===== src/rtl/sb_pkg.sv =====
// Shared sideband definitions: LTSM state enums, message enums, header field
// positions and the receive-side decode table.
package sb_pkg;

  typedef enum logic [3:0] {
    RESET      = 4'd0,
    SBINIT     = 4'd1,
    MBINIT     = 4'd2,
    MBTRAIN    = 4'd3,
    LINKINIT   = 4'd4,
    ACTIVE     = 4'd5,
    PHYRETRAIN = 4'd6,
    TRAINERROR = 4'd7
  } e_states;

  typedef enum logic [3:0] {
    PARAM      = 4'd0,
    CAL        = 4'd1,
    REPAIRCLK  = 4'd2,
    REPAIRVAL  = 4'd3,
    REVERSALMB = 4'd4,
    REPAIRMB   = 4'd5
  } e_sub_states_MBINIT;

  typedef enum logic [3:0] {
    SBINIT_DONE_REQ     = 4'd1,
    SBINIT_DONE_RESP    = 4'd2,
    SBINIT_OUT_OF_RESET = 4'd3
  } e_msg_sbinit;

  typedef enum logic [3:0] {
    PARAM_CONFIG_REQ  = 4'd1,
    PARAM_CONFIG_RESP = 4'd2
  } e_msg_param;

  typedef enum logic [3:0] {
    CAL_DONE_REQ  = 4'd1,
    CAL_DONE_RESP = 4'd2
  } e_msg_cal;

  localparam logic [4:0] OPC_MSG_NODATA = 5'b10010;
  localparam logic [4:0] OPC_MSG_DATA   = 5'b11011;

  localparam int OPC_LSB     = 0;
  localparam int OPC_MSB     = 4;
  localparam int CODE_LSB    = 14;
  localparam int CODE_MSB    = 21;
  localparam int SUBCODE_LSB = 32;
  localparam int SUBCODE_MSB = 39;
  localparam int INFO_LSB    = 40;
  localparam int INFO_MSB    = 55;
  localparam int DP_BIT      = 62;
  localparam int CP_BIT      = 63;

  typedef struct packed {
    logic       hit;
    logic [3:0] msg_no;
    logic       is_resp;
  } sb_dec_t;

  // Sub-state only qualifies the lookup while in MBINIT.
  function automatic sb_dec_t sb_decode(input e_states    state,
                                        input logic [3:0] sub_state,
                                        input logic [7:0] code,
                                        input logic [7:0] subcode);
    sb_dec_t r;
    r = '0;
    case (state)
      SBINIT: begin
        case ({code, subcode})
          16'h9100: r = '{1'b1, 4'(SBINIT_OUT_OF_RESET), 1'b0};
          16'h9501: r = '{1'b1, 4'(SBINIT_DONE_REQ),     1'b0};
          16'h9A01: r = '{1'b1, 4'(SBINIT_DONE_RESP),    1'b1};
          default:  r = '0;
        endcase
      end
      MBINIT: begin
        if (sub_state == 4'(PARAM)) begin
          case ({code, subcode})
            16'hA500: r = '{1'b1, 4'(PARAM_CONFIG_REQ),  1'b0};
            16'hAA00: r = '{1'b1, 4'(PARAM_CONFIG_RESP), 1'b1};
            default:  r = '0;
          endcase
        end else if (sub_state == 4'(CAL)) begin
          case ({code, subcode})
            16'h9502: r = '{1'b1, 4'(CAL_DONE_REQ),  1'b0};
            16'h9A02: r = '{1'b1, 4'(CAL_DONE_RESP), 1'b1};
            default:  r = '0;
          endcase
        end
      end
      default: r = '0;
    endcase
    return r;
  endfunction

endpackage


===== src/rtl/sb_rx_parity_chk.sv =====
// Combinational even-parity check of a sideband word: CP over header bits
// [61:0], DP over a full data word against the DP bit taken from its header.
module sb_rx_parity_chk
  import sb_pkg::*;
(
  input  logic [63:0] word,
  input  logic        dp_bit,
  output logic        cp_err,
  output logic        dp_err
);

  assign cp_err = ^{word[CP_BIT], word[DP_BIT-1:0]};
  assign dp_err = (^word) ^ dp_bit;

endmodule


===== src/rtl/sb_rx_wrapper.sv =====
// Sideband RX wrapper: SBINIT pattern hunt, header/payload parsing with
// parity checks, and table decode into msg_no/msg_info/data for the LTSM.
module sb_rx_wrapper
  import sb_pkg::*;
#(
  parameter logic [63:0] PATTERN   = 64'hAAAA_AAAA_AAAA_AAAA,
  parameter int          PAT_COUNT = 2
) (
  input  logic        i_clk,
  input  logic        i_rst,
  input  logic        i_de_ser_done,
  input  logic [63:0] i_deser_data,
  input  e_states     i_state,
  input  logic [3:0]  i_sub_state,
  output logic        o_rx_sb_pattern_samp_done,
  output logic        o_msg_valid,
  output logic [3:0]  o_msg_no,
  output logic [15:0] o_msg_info,
  output logic        o_data_valid,
  output logic [15:0] o_data_bus,
  output logic        o_rx_sb_rsp_delivered,
  output logic        o_parity_err,
  output logic        o_decode_err
);

  localparam logic [1:0] ST_HUNT = 2'd0;
  localparam logic [1:0] ST_HDR  = 2'd1;
  localparam logic [1:0] ST_DATA = 2'd2;

  localparam int CNT_W = $clog2(PAT_COUNT + 1);

  logic [1:0]       fsm_reg, fsm_next;
  logic [CNT_W-1:0] pat_cnt_reg, pat_cnt_next;
  e_states          prev_state_reg;

  // Header fields held across the wait for the payload word.
  logic [7:0]  code_reg, code_next;
  logic [7:0]  subcode_reg, subcode_next;
  logic [15:0] info_reg, info_next;
  logic        dp_reg, dp_next;

  logic        samp_done_reg, samp_done_next;
  logic        msg_valid_reg, msg_valid_next;
  logic [3:0]  msg_no_reg, msg_no_next;
  logic [15:0] msg_info_reg, msg_info_next;
  logic        data_valid_reg, data_valid_next;
  logic [15:0] data_bus_reg, data_bus_next;
  logic        rsp_reg, rsp_next;
  logic        parity_err_reg, parity_err_next;
  logic        decode_err_reg, decode_err_next;

  logic        cp_err;
  logic        dp_err;
  logic        abort;
  logic [4:0]  opcode;
  logic [7:0]  dec_code;
  logic [7:0]  dec_subcode;
  logic [15:0] dec_info;
  sb_dec_t     dec;

  sb_rx_parity_chk u_parity_chk (
    .word   (i_deser_data),
    .dp_bit (dp_reg),
    .cp_err (cp_err),
    .dp_err (dp_err)
  );

  assign abort  = (i_state != prev_state_reg);
  assign opcode = i_deser_data[OPC_MSB:OPC_LSB];

  // In ST_DATA the code pair comes from the latched header, else from the word.
  always_comb begin
    dec_code    = i_deser_data[CODE_MSB:CODE_LSB];
    dec_subcode = i_deser_data[SUBCODE_MSB:SUBCODE_LSB];
    dec_info    = i_deser_data[INFO_MSB:INFO_LSB];
    if (fsm_reg == ST_DATA) begin
      dec_code    = code_reg;
      dec_subcode = subcode_reg;
      dec_info    = info_reg;
    end
  end

  assign dec = sb_decode(i_state, i_sub_state, dec_code, dec_subcode);

  always_comb begin
    fsm_next        = fsm_reg;
    pat_cnt_next    = pat_cnt_reg;
    code_next       = code_reg;
    subcode_next    = subcode_reg;
    info_next       = info_reg;
    dp_next         = dp_reg;
    samp_done_next  = 1'b0;
    msg_valid_next  = 1'b0;
    msg_no_next     = msg_no_reg;
    msg_info_next   = msg_info_reg;
    data_valid_next = 1'b0;
    data_bus_next   = data_bus_reg;
    rsp_next        = 1'b0;
    parity_err_next = 1'b0;
    decode_err_next = 1'b0;

    if (abort) begin
      // A state change wins over a word arriving in the same cycle.
      fsm_next     = (i_state == SBINIT) ? ST_HUNT : ST_HDR;
      pat_cnt_next = '0;
    end else if (i_de_ser_done) begin
      case (fsm_reg)
        ST_HUNT: begin
          if (i_deser_data == PATTERN) begin
            if (pat_cnt_reg == CNT_W'(PAT_COUNT - 1)) begin
              samp_done_next = 1'b1;
              pat_cnt_next   = '0;
              fsm_next       = ST_HDR;
            end else begin
              pat_cnt_next = pat_cnt_reg + CNT_W'(1);
            end
          end else begin
            pat_cnt_next = '0;
          end
        end

        ST_HDR: begin
          // Trailing pattern words from the remote are expected here.
          if (i_deser_data == PATTERN) begin
            fsm_next = ST_HDR;
          end else if (cp_err) begin
            parity_err_next = 1'b1;
          end else if (opcode == OPC_MSG_NODATA) begin
            if (dec.hit) begin
              msg_valid_next = 1'b1;
              msg_no_next    = dec.msg_no;
              msg_info_next  = dec_info;
              rsp_next       = dec.is_resp;
            end else begin
              decode_err_next = 1'b1;
            end
          end else if (opcode == OPC_MSG_DATA) begin
            code_next    = dec_code;
            subcode_next = dec_subcode;
            info_next    = dec_info;
            dp_next      = i_deser_data[DP_BIT];
            fsm_next     = ST_DATA;
          end else begin
            decode_err_next = 1'b1;
          end
        end

        ST_DATA: begin
          fsm_next = ST_HDR;
          if (dp_err) begin
            parity_err_next = 1'b1;
          end else if (dec.hit) begin
            msg_valid_next  = 1'b1;
            msg_no_next     = dec.msg_no;
            msg_info_next   = dec_info;
            rsp_next        = dec.is_resp;
            data_valid_next = 1'b1;
            data_bus_next   = i_deser_data[15:0];
          end else begin
            decode_err_next = 1'b1;
          end
        end

        default: fsm_next = ST_HUNT;
      endcase
    end
  end

  always_ff @(posedge i_clk) begin
    if (i_rst) begin
      fsm_reg        <= ST_HUNT;
      pat_cnt_reg    <= '0;
      prev_state_reg <= SBINIT;
      code_reg       <= '0;
      subcode_reg    <= '0;
      info_reg       <= '0;
      dp_reg         <= 1'b0;
      samp_done_reg  <= 1'b0;
      msg_valid_reg  <= 1'b0;
      msg_no_reg     <= '0;
      msg_info_reg   <= '0;
      data_valid_reg <= 1'b0;
      data_bus_reg   <= '0;
      rsp_reg        <= 1'b0;
      parity_err_reg <= 1'b0;
      decode_err_reg <= 1'b0;
    end else begin
      fsm_reg        <= fsm_next;
      pat_cnt_reg    <= pat_cnt_next;
      prev_state_reg <= i_state;
      code_reg       <= code_next;
      subcode_reg    <= subcode_next;
      info_reg       <= info_next;
      dp_reg         <= dp_next;
      samp_done_reg  <= samp_done_next;
      msg_valid_reg  <= msg_valid_next;
      msg_no_reg     <= msg_no_next;
      msg_info_reg   <= msg_info_next;
      data_valid_reg <= data_valid_next;
      data_bus_reg   <= data_bus_next;
      rsp_reg        <= rsp_next;
      parity_err_reg <= parity_err_next;
      decode_err_reg <= decode_err_next;
    end
  end

  assign o_rx_sb_pattern_samp_done = samp_done_reg;
  assign o_msg_valid               = msg_valid_reg;
  assign o_msg_no                  = msg_no_reg;
  assign o_msg_info                = msg_info_reg;
  assign o_data_valid              = data_valid_reg;
  assign o_data_bus                = data_bus_reg;
  assign o_rx_sb_rsp_delivered     = rsp_reg;
  assign o_parity_err              = parity_err_reg;
  assign o_decode_err              = decode_err_reg;

endmodule


===== config.mk =====
export PLATFORM = sky130hd
export DESIGN_NAME = sb_rx_wrapper
export DESIGN_NICKNAME = d
export VERILOG_FILES = /design/src/rtl/sb_pkg.sv /design/src/rtl/sb_rx_parity_chk.sv /design/src/rtl/sb_rx_wrapper.sv
export SDC_FILE = /design/constraint.sdc
export NUM_CORES = 1
export LEC_CHECK = 0
export BUFFER_PORTS_ARGS = -buffer_cell sky130_fd_sc_hd__buf_2
export CAP_MARGIN = 40
export CELL_PAD_IN_SITES_DETAIL_PLACEMENT = 1
export CELL_PAD_IN_SITES_GLOBAL_PLACEMENT = 2
export CORE_ASPECT_RATIO = 1.1
export CORE_MARGIN = 2
export CORE_UTILIZATION = 32
export DETAILED_ROUTE_END_ITERATION = 6
export PLACE_DENSITY = 0.9
export SETUP_SLACK_MARGIN = 0.4
export SLEW_MARGIN = 20
export SYNTH_ARGS = -nofsm -noshare
export SYNTH_HDL_FRONTEND = slang
export SYNTH_HIERARCHICAL = 1
export SYNTH_SLANG_ARGS = --single-unit

===== constraint.sdc =====
create_clock -name i_clk -period 3.4 [get_ports i_clk]
set_input_delay 0 -clock i_clk [delete_from_list [all_inputs] [get_ports i_clk]]
set_output_delay 0 -clock i_clk [all_outputs]
set_load 0.01 [all_outputs]

Word-level counts from Yosys, hierarchy flattened
Cells that the tools add are included.

cells by class
  bitwise logic cells = 9
  equal/unequal tests = 26
  add/subtract/negate cells = 1
  multiplexer cells = 57
  reduce and logical (&&, ||, !) cells = 15

operator list
  operator                                                               number
  16-bit equality test, second input constant                            7
  16-bit 2-to-1 mux                                                      6
  64-bit equality test, second input constant                            1
  64-bit XOR reduction                                                   1
  63-bit XOR reduction                                                   1
  6-bit case mux with 2 select lines                                     3
  16-bit case mux with 2 select lines                                    1
  1-bit 2-to-1 mux                                                       21
  2-bit 2-to-1 mux                                                       10
  4-bit 2-to-1 mux                                                       5
  6-bit case mux with 3 select lines                                     1
  8-bit 2-to-1 mux                                                       2
  7-bit AND reduction                                                    2
  6-bit 2-to-1 mux                                                       2
  4-bit inequality test, second input constant                           3
  5-bit equality test, second input constant                             2
  4-bit by 1-bit equality test with 1-bit output, second input constant  2
  2-bit inequality test, second input constant                           4
  1-bit inverter                                                         8
  1-bit case mux with 2 select lines                                     4
  4-bit case mux with 2 select lines                                     1
  3-bit inequality test, second input constant                           2
  2-bit case mux with 3 select lines                                     1
  6-bit AND reduction                                                    1
  other kinds (15)                                                       17

word-level totals
  word-level logic and storage cells = 124
  output and inout bits = 42
  register bits after elaboration = 83

Logic depth before layout (Yosys ltp)
  depth in word-level cells = 12
  depth in mapped cells = 13

Modules after synthesis
Netlist, hierarchy kept.

by module, submodules not included
  module            times used  area each (um^2)  cells an instance
  sb_rx_wrapper     1           4,005.1           434
  sb_rx_parity_chk  1           585.6             59

Least setup slack after synthesis
No wires, ideal clock.

  kind = input to register
  from = input i_deser_data[57]
  to = register code_reg[0]
  setup slack = 517 ps
  stages on the path = 10
  arrival = 2,755 ps
  data required time = 3,272 ps
  cell sequence = xnor3_1 -> xnor3_1 -> xnor3_1 -> xnor3_1 -> xnor3_1 -> clkbuf_1 -> or3_1 -> nor4b_4 -> mux2i_1 -> nor2_1

on the way
  longest elaborated chain between the ends = 3

ends and longest elaborated chain
  element                        line                    RTL
  start: declaration             sb_rx_wrapper.sv:12     input logic [63:0] i_deser_data,
  63-bit XOR reduction           sb_rx_parity_chk.sv:12  assign cp_err = ^{word[CP_BIT], word[DP_BIT-1:0]};
  named net cp_err               sb_rx_wrapper.sv:52     logic cp_err;
  1-bit inverter (no line)       -
  7-bit AND reduction (no line)  -
  end signal: assignment         sb_rx_wrapper.sv:191    code_reg <= code_next;
  end: declaration               sb_rx_wrapper.sv:37     logic [7:0] code_reg, code_next;

The timed path passes the listed nets, and every way through them passes these cells.
A chain may end at the register's enable or synchronous reset.

Worst setup path after layout
  from = register fsm_reg[0]
  to = register decode_err_reg, in the netlist o_decode_err

on the way
  longest elaborated chain between the ends = 12

ends and longest elaborated chain
  element                               line                                        RTL
  start: declaration                    sb_rx_wrapper.sv:32                         logic [1:0] fsm_reg, fsm_next;
  start signal: assignment              sb_rx_wrapper.sv:188                        fsm_reg <= fsm_next;
  2-bit equality test                   sb_rx_wrapper.sv:76, sb_rx_wrapper.sv:107
  8-bit 2-to-1 mux                      sb_rx_wrapper.sv:76                         if (fsm_reg == ST_DATA) begin
  16-bit equality test                  sb_pkg.sv:85                                case ({code, subcode})
  6-bit case mux with 2 select lines    sb_pkg.sv:85
  6-bit 2-to-1 mux                      sb_pkg.sv:84                                end else if (sub_state == 4'(CAL)) begin
  6-bit 2-to-1 mux                      sb_pkg.sv:78                                if (sub_state == 4'(PARAM)) begin
  6-bit case mux with 2 select lines    sb_pkg.sv:68                                case (state)
  1-bit 2-to-1 mux                      sb_rx_wrapper.sv:129, sb_rx_wrapper.sv:152
  1-bit 2-to-1 mux                      sb_rx_wrapper.sv:128                        end else if (opcode == OPC_MSG_NODATA) begin
  1-bit 2-to-1 mux                      sb_rx_wrapper.sv:126                        end else if (cp_err) begin
  1-bit 2-to-1 mux                      sb_rx_wrapper.sv:124                        if (i_deser_data == PATTERN) begin
  1-bit case mux with 2 select lines *  sb_rx_wrapper.sv:107                        case (fsm_reg)
  end signal: assignment                sb_rx_wrapper.sv:203                        decode_err_reg <= decode_err_next;
  end: declaration                      sb_rx_wrapper.sv:50                         logic decode_err_reg, decode_err_next;

Every way passes the cells marked *; elsewhere a longest branch is shown, timed or not.

==> qor.yml <==
finalHoldViolations: 0
status: "finished, final reports clean"
r2r_end: "o_decode_err"
hp-class: "in -> reg"
cts_buffers: 9
core-area_sq_um: 13900
hold_path_depth: 3
yosys.area.top_type: "dfxtp_1"
synthMuxAreaShare_pct: 13.0
ys.flop_type: "dfxtp_1"
syn_avg_cell_area_sq_um: 9.31
die_w_um: 118
r2r_slack_ns: 0.55
drc: 0
syn_area_sq_um: 4590
cts_tree: "yes"
r2r-start: "fsm_reg[0]"
clock-sinks: 81
start_util_pct: 33.0
synthDominantCellAreaShare_pct: 35.3
postRouteAntennaNets: 0
period_minus_slack_ns: 2.85
synth_cells: 493
yosys.area_share.simple_pct: 20.8
firstDrtPassIters: 4
critPathRequiredTime_ns: 3.66
final_cells: 841
floorplan.die_area_sq_um: 15300
fin_skew_ns: 0.00686
crit_type: "reg -> reg"
startpoint_type: "flop"
cts-root-buf: "clkbuf_16"
placed_cells: 778
peakVddDrop_mv: 0.269
via_count: 4317
wl_per_cell_um: 18.9
grt-ovfl-total: 0
reg2reg_depth: 10
drive_gt1_share_pct: 27.7
wl_um: 15900
relSlewSlack_pct: 54.0
vias_per_cell: 5.13
worstMarginPinSlew_ns: 0.691
fp-row-count: 45
synth_edf_count: 0
synth-compound-area-share_pct: 11.5
io_buffers: 114
synthXorXnorAreaFrac_pct: 13.5
cp.arrival_ns: 3.11
rsz0062_at_grt: "no"
async_reset_ff_share_pct: 0
grt_max_degree: 41
antenna_found_initial: 0
drt_iter0_markers: 159
p_leak_nw: 2.36
synthAdderAreaFrac_pct: 1.36
synthTopCellsByArea: "dfxtp_1 (35%), xnor2_1 (9.3%), mux2i_1 (8.5%)"
grt_pass1_vias: 4718
clk-insertion-delay-late_ns: 0.35
synth_seq_cells: 81
path_clk_slew_ns: 0.06
slew_violations: 0
htree_levels: 3
total_power_mw: 2.82
maxCapViolCount: 0
place_hpwl_um: 11300
chipHeight_um: 130
diodes: 0
ys.warnings.count: 6
grt_pass1_wl_um: 25200
ys_types: 59
grt_use_total_pct: 21.1
clk_path_buf_depth: 2
min_period_over_period_pct: 84.0
hold_end: "pat_cnt_reg[0]"
nNetsFinal: 728
place.gp.congestion: 0.854
crit_fanout: 32
ys_seq_area_share_pct: 35.3
fmax_mhz: 350
fin_area_sq_um: 6170
fin_setup_tns_ns: 0
io_pins: 117
final-setup-viol-count: 0
end_kind: "flop"
place_area_sq_um: 5340
hold_start: "i_de_ser_done"
synth_top_family_by_area: "simple AND/OR/NAND/NOR gates"
p_per_area_nw_per_um2: 457
area.growth.synth_to_final_pct: 34.5
==> cell usage after synthesis (2+ instances only) <==
master,n
inv_1,5
buf_2,2
o21a_1,2
buf_6,7
nor4_1,2
nor4bb_1,6
nor2_1,45
nor2b_1,10
a31oi_1,4
a21oi_1,39
xnor3_1,5
and4_1,3
xnor2_1,49
buf_4,4
nand4_1,4
o21ai_1,5
nor3_1,7
nor4b_1,5
clkbuf_1,14
nor3b_1,2
ha_1,5
a211oi_1,6
clkbuf_2,2
nand3_1,36
and3_1,2
o21ai_0,29
nand2_1,14
nor4b_4,3
a32o_2,2
dfxtp_1,81
mux2i_1,39
or4b_1,3
xor2_1,9
mux2_2,17
==> report_power, final <==
| part | total, mW | switching, mW | internal [mW] |
|---|---|---|---|
| logic | 0.783 | 0.391 | 0.391 |
| clock network | 1.08 | 0.401 | 0.684 |
| registers | 0.956 | 0.00294 | 0.953 |
| total | 2.82 | 0.795 | 2.03 |
==> metrics by stage <==
stage               util, %  hold WS (ns)  setup slack (ns)
floorplan                 -         0.107             0.517
global placement       38.4         0.243             0.319
detailed placement     38.4         0.275             0.207
CTS                    44.0       0.00254             0.417
global route           44.4        0.0222             0.445
finish                 44.4        0.0102             0.546
==> cells in the final DEF, fill, tap and decap left out, types with 3 or more instances in the layout <==
| master | synthesis | layout |
|---|---|---|
| xnor3_1 | 5 | 4 |
| nor3_1 | 7 | 7 |
| mux2i_1 | 39 | 39 |
| or4b_1 | 3 | 3 |
| nand2_1 | 14 | 13 |
| nor4bb_1 | 6 | 6 |
| and4_1 | 3 | 3 |
| mux2_2 | 17 | 17 |
| dlygate4sd3_1 | 0 | 45 |
| clkbuf_16 | 0 | 9 |
| a21oi_1 | 39 | 39 |
| xnor2_1 | 49 | 48 |
| o21ai_0 | 29 | 29 |
| nand4_1 | 4 | 4 |
| buf_2 | 2 | 114 |
| a211oi_1 | 6 | 5 |
| buf_12 | 0 | 3 |
| o21ai_1 | 5 | 5 |
| xor2_1 | 9 | 9 |
| dfxtp_1 | 81 | 81 |
| nor2b_1 | 10 | 10 |
| ha_1 | 5 | 3 |
| a31oi_1 | 4 | 4 |
| buf_4 | 4 | 10 |
| inv_1 | 5 | 5 |
| nand3_1 | 36 | 36 |
| nor2_1 | 45 | 45 |
| nor4b_1 | 5 | 5 |
| nor4b_4 | 3 | 3 |
==> critical path, cell delays in order (launching register included) <==
cell,delay [ns]
dfxtp_1,0.41
inv_1,0.14
ha_4,0.25
or4b_1,0.20
a2bb2oi_1,0.40
nor3_1,0.11
a32o_2,0.31
a32oi_2,0.36
buf_12,0.24
o211ai_1,0.11
a21oi_1,0.22
==> final cells by class <==
type / instances / area [sq um]
flip-flops and latches: 81 / 1620
fillers: 1665 / 7730
repair buffers: 172 / 1160
well taps: 188 / 235
clock inverters: 4 / 75.1
clock buffers: 12 / 256
multi-input cells: 379 / 2810
inverters: 5 / 18.8
==> logic make-up (layout without fill, tap and decap cells) <==
logic type	after synthesis	after routing
XOR/XNOR	63	63
other	1	2
adder cells (fa/ha/maj)	5	5
AO/OA/AOI/OAI	93	93
flip-flops	81	81
AND/OR/NAND/NOR	159	159
buffers and inverters	34	193
multiplexers	57	57
==> worst max path at each step <==
stage                     startpoint             end  slack, ns  cells past startpoint
floorplan           i_deser_data[57]     code_reg[0]       0.52                     10
global placement    i_deser_data[57]     code_reg[2]       0.32                     10
detailed placement  i_deser_data[57]          dp_reg       0.21                     10
CTS                 i_deser_data[20]          dp_reg       0.42                     11
global route              fsm_reg[1]  o_msg_info[10]       0.44                      8
finish                    fsm_reg[0]    o_decode_err       0.55                     10
==> metal layers <==
| metal | vias to the layer above | wire [um] | part of all wire [%] | GRT usage (%) |
|---|---|---|---|---|
| met1 | 2106 | 6860 | 43 | 24.8 |
| met3 | 29 | 729 | 4.6 | 5.99 |
| li1 | 2059 | - | - | - |
| met4 | 0 | 289 | 1.8 | 5.10 |
| met5 | - | 0 | 0 | 0 |
| met2 | 123 | 8050 | 51 | 38.0 |
==> timing repair <==
item,in CTS,in global routing
hold buffers,45,0
gates resized for setup,1,7
hold endpoints to repair,46,0
setup endpoints to repair,4,43
setup buffers,0,2
pin swaps,0,1
(Power assumes the default switching activity.)
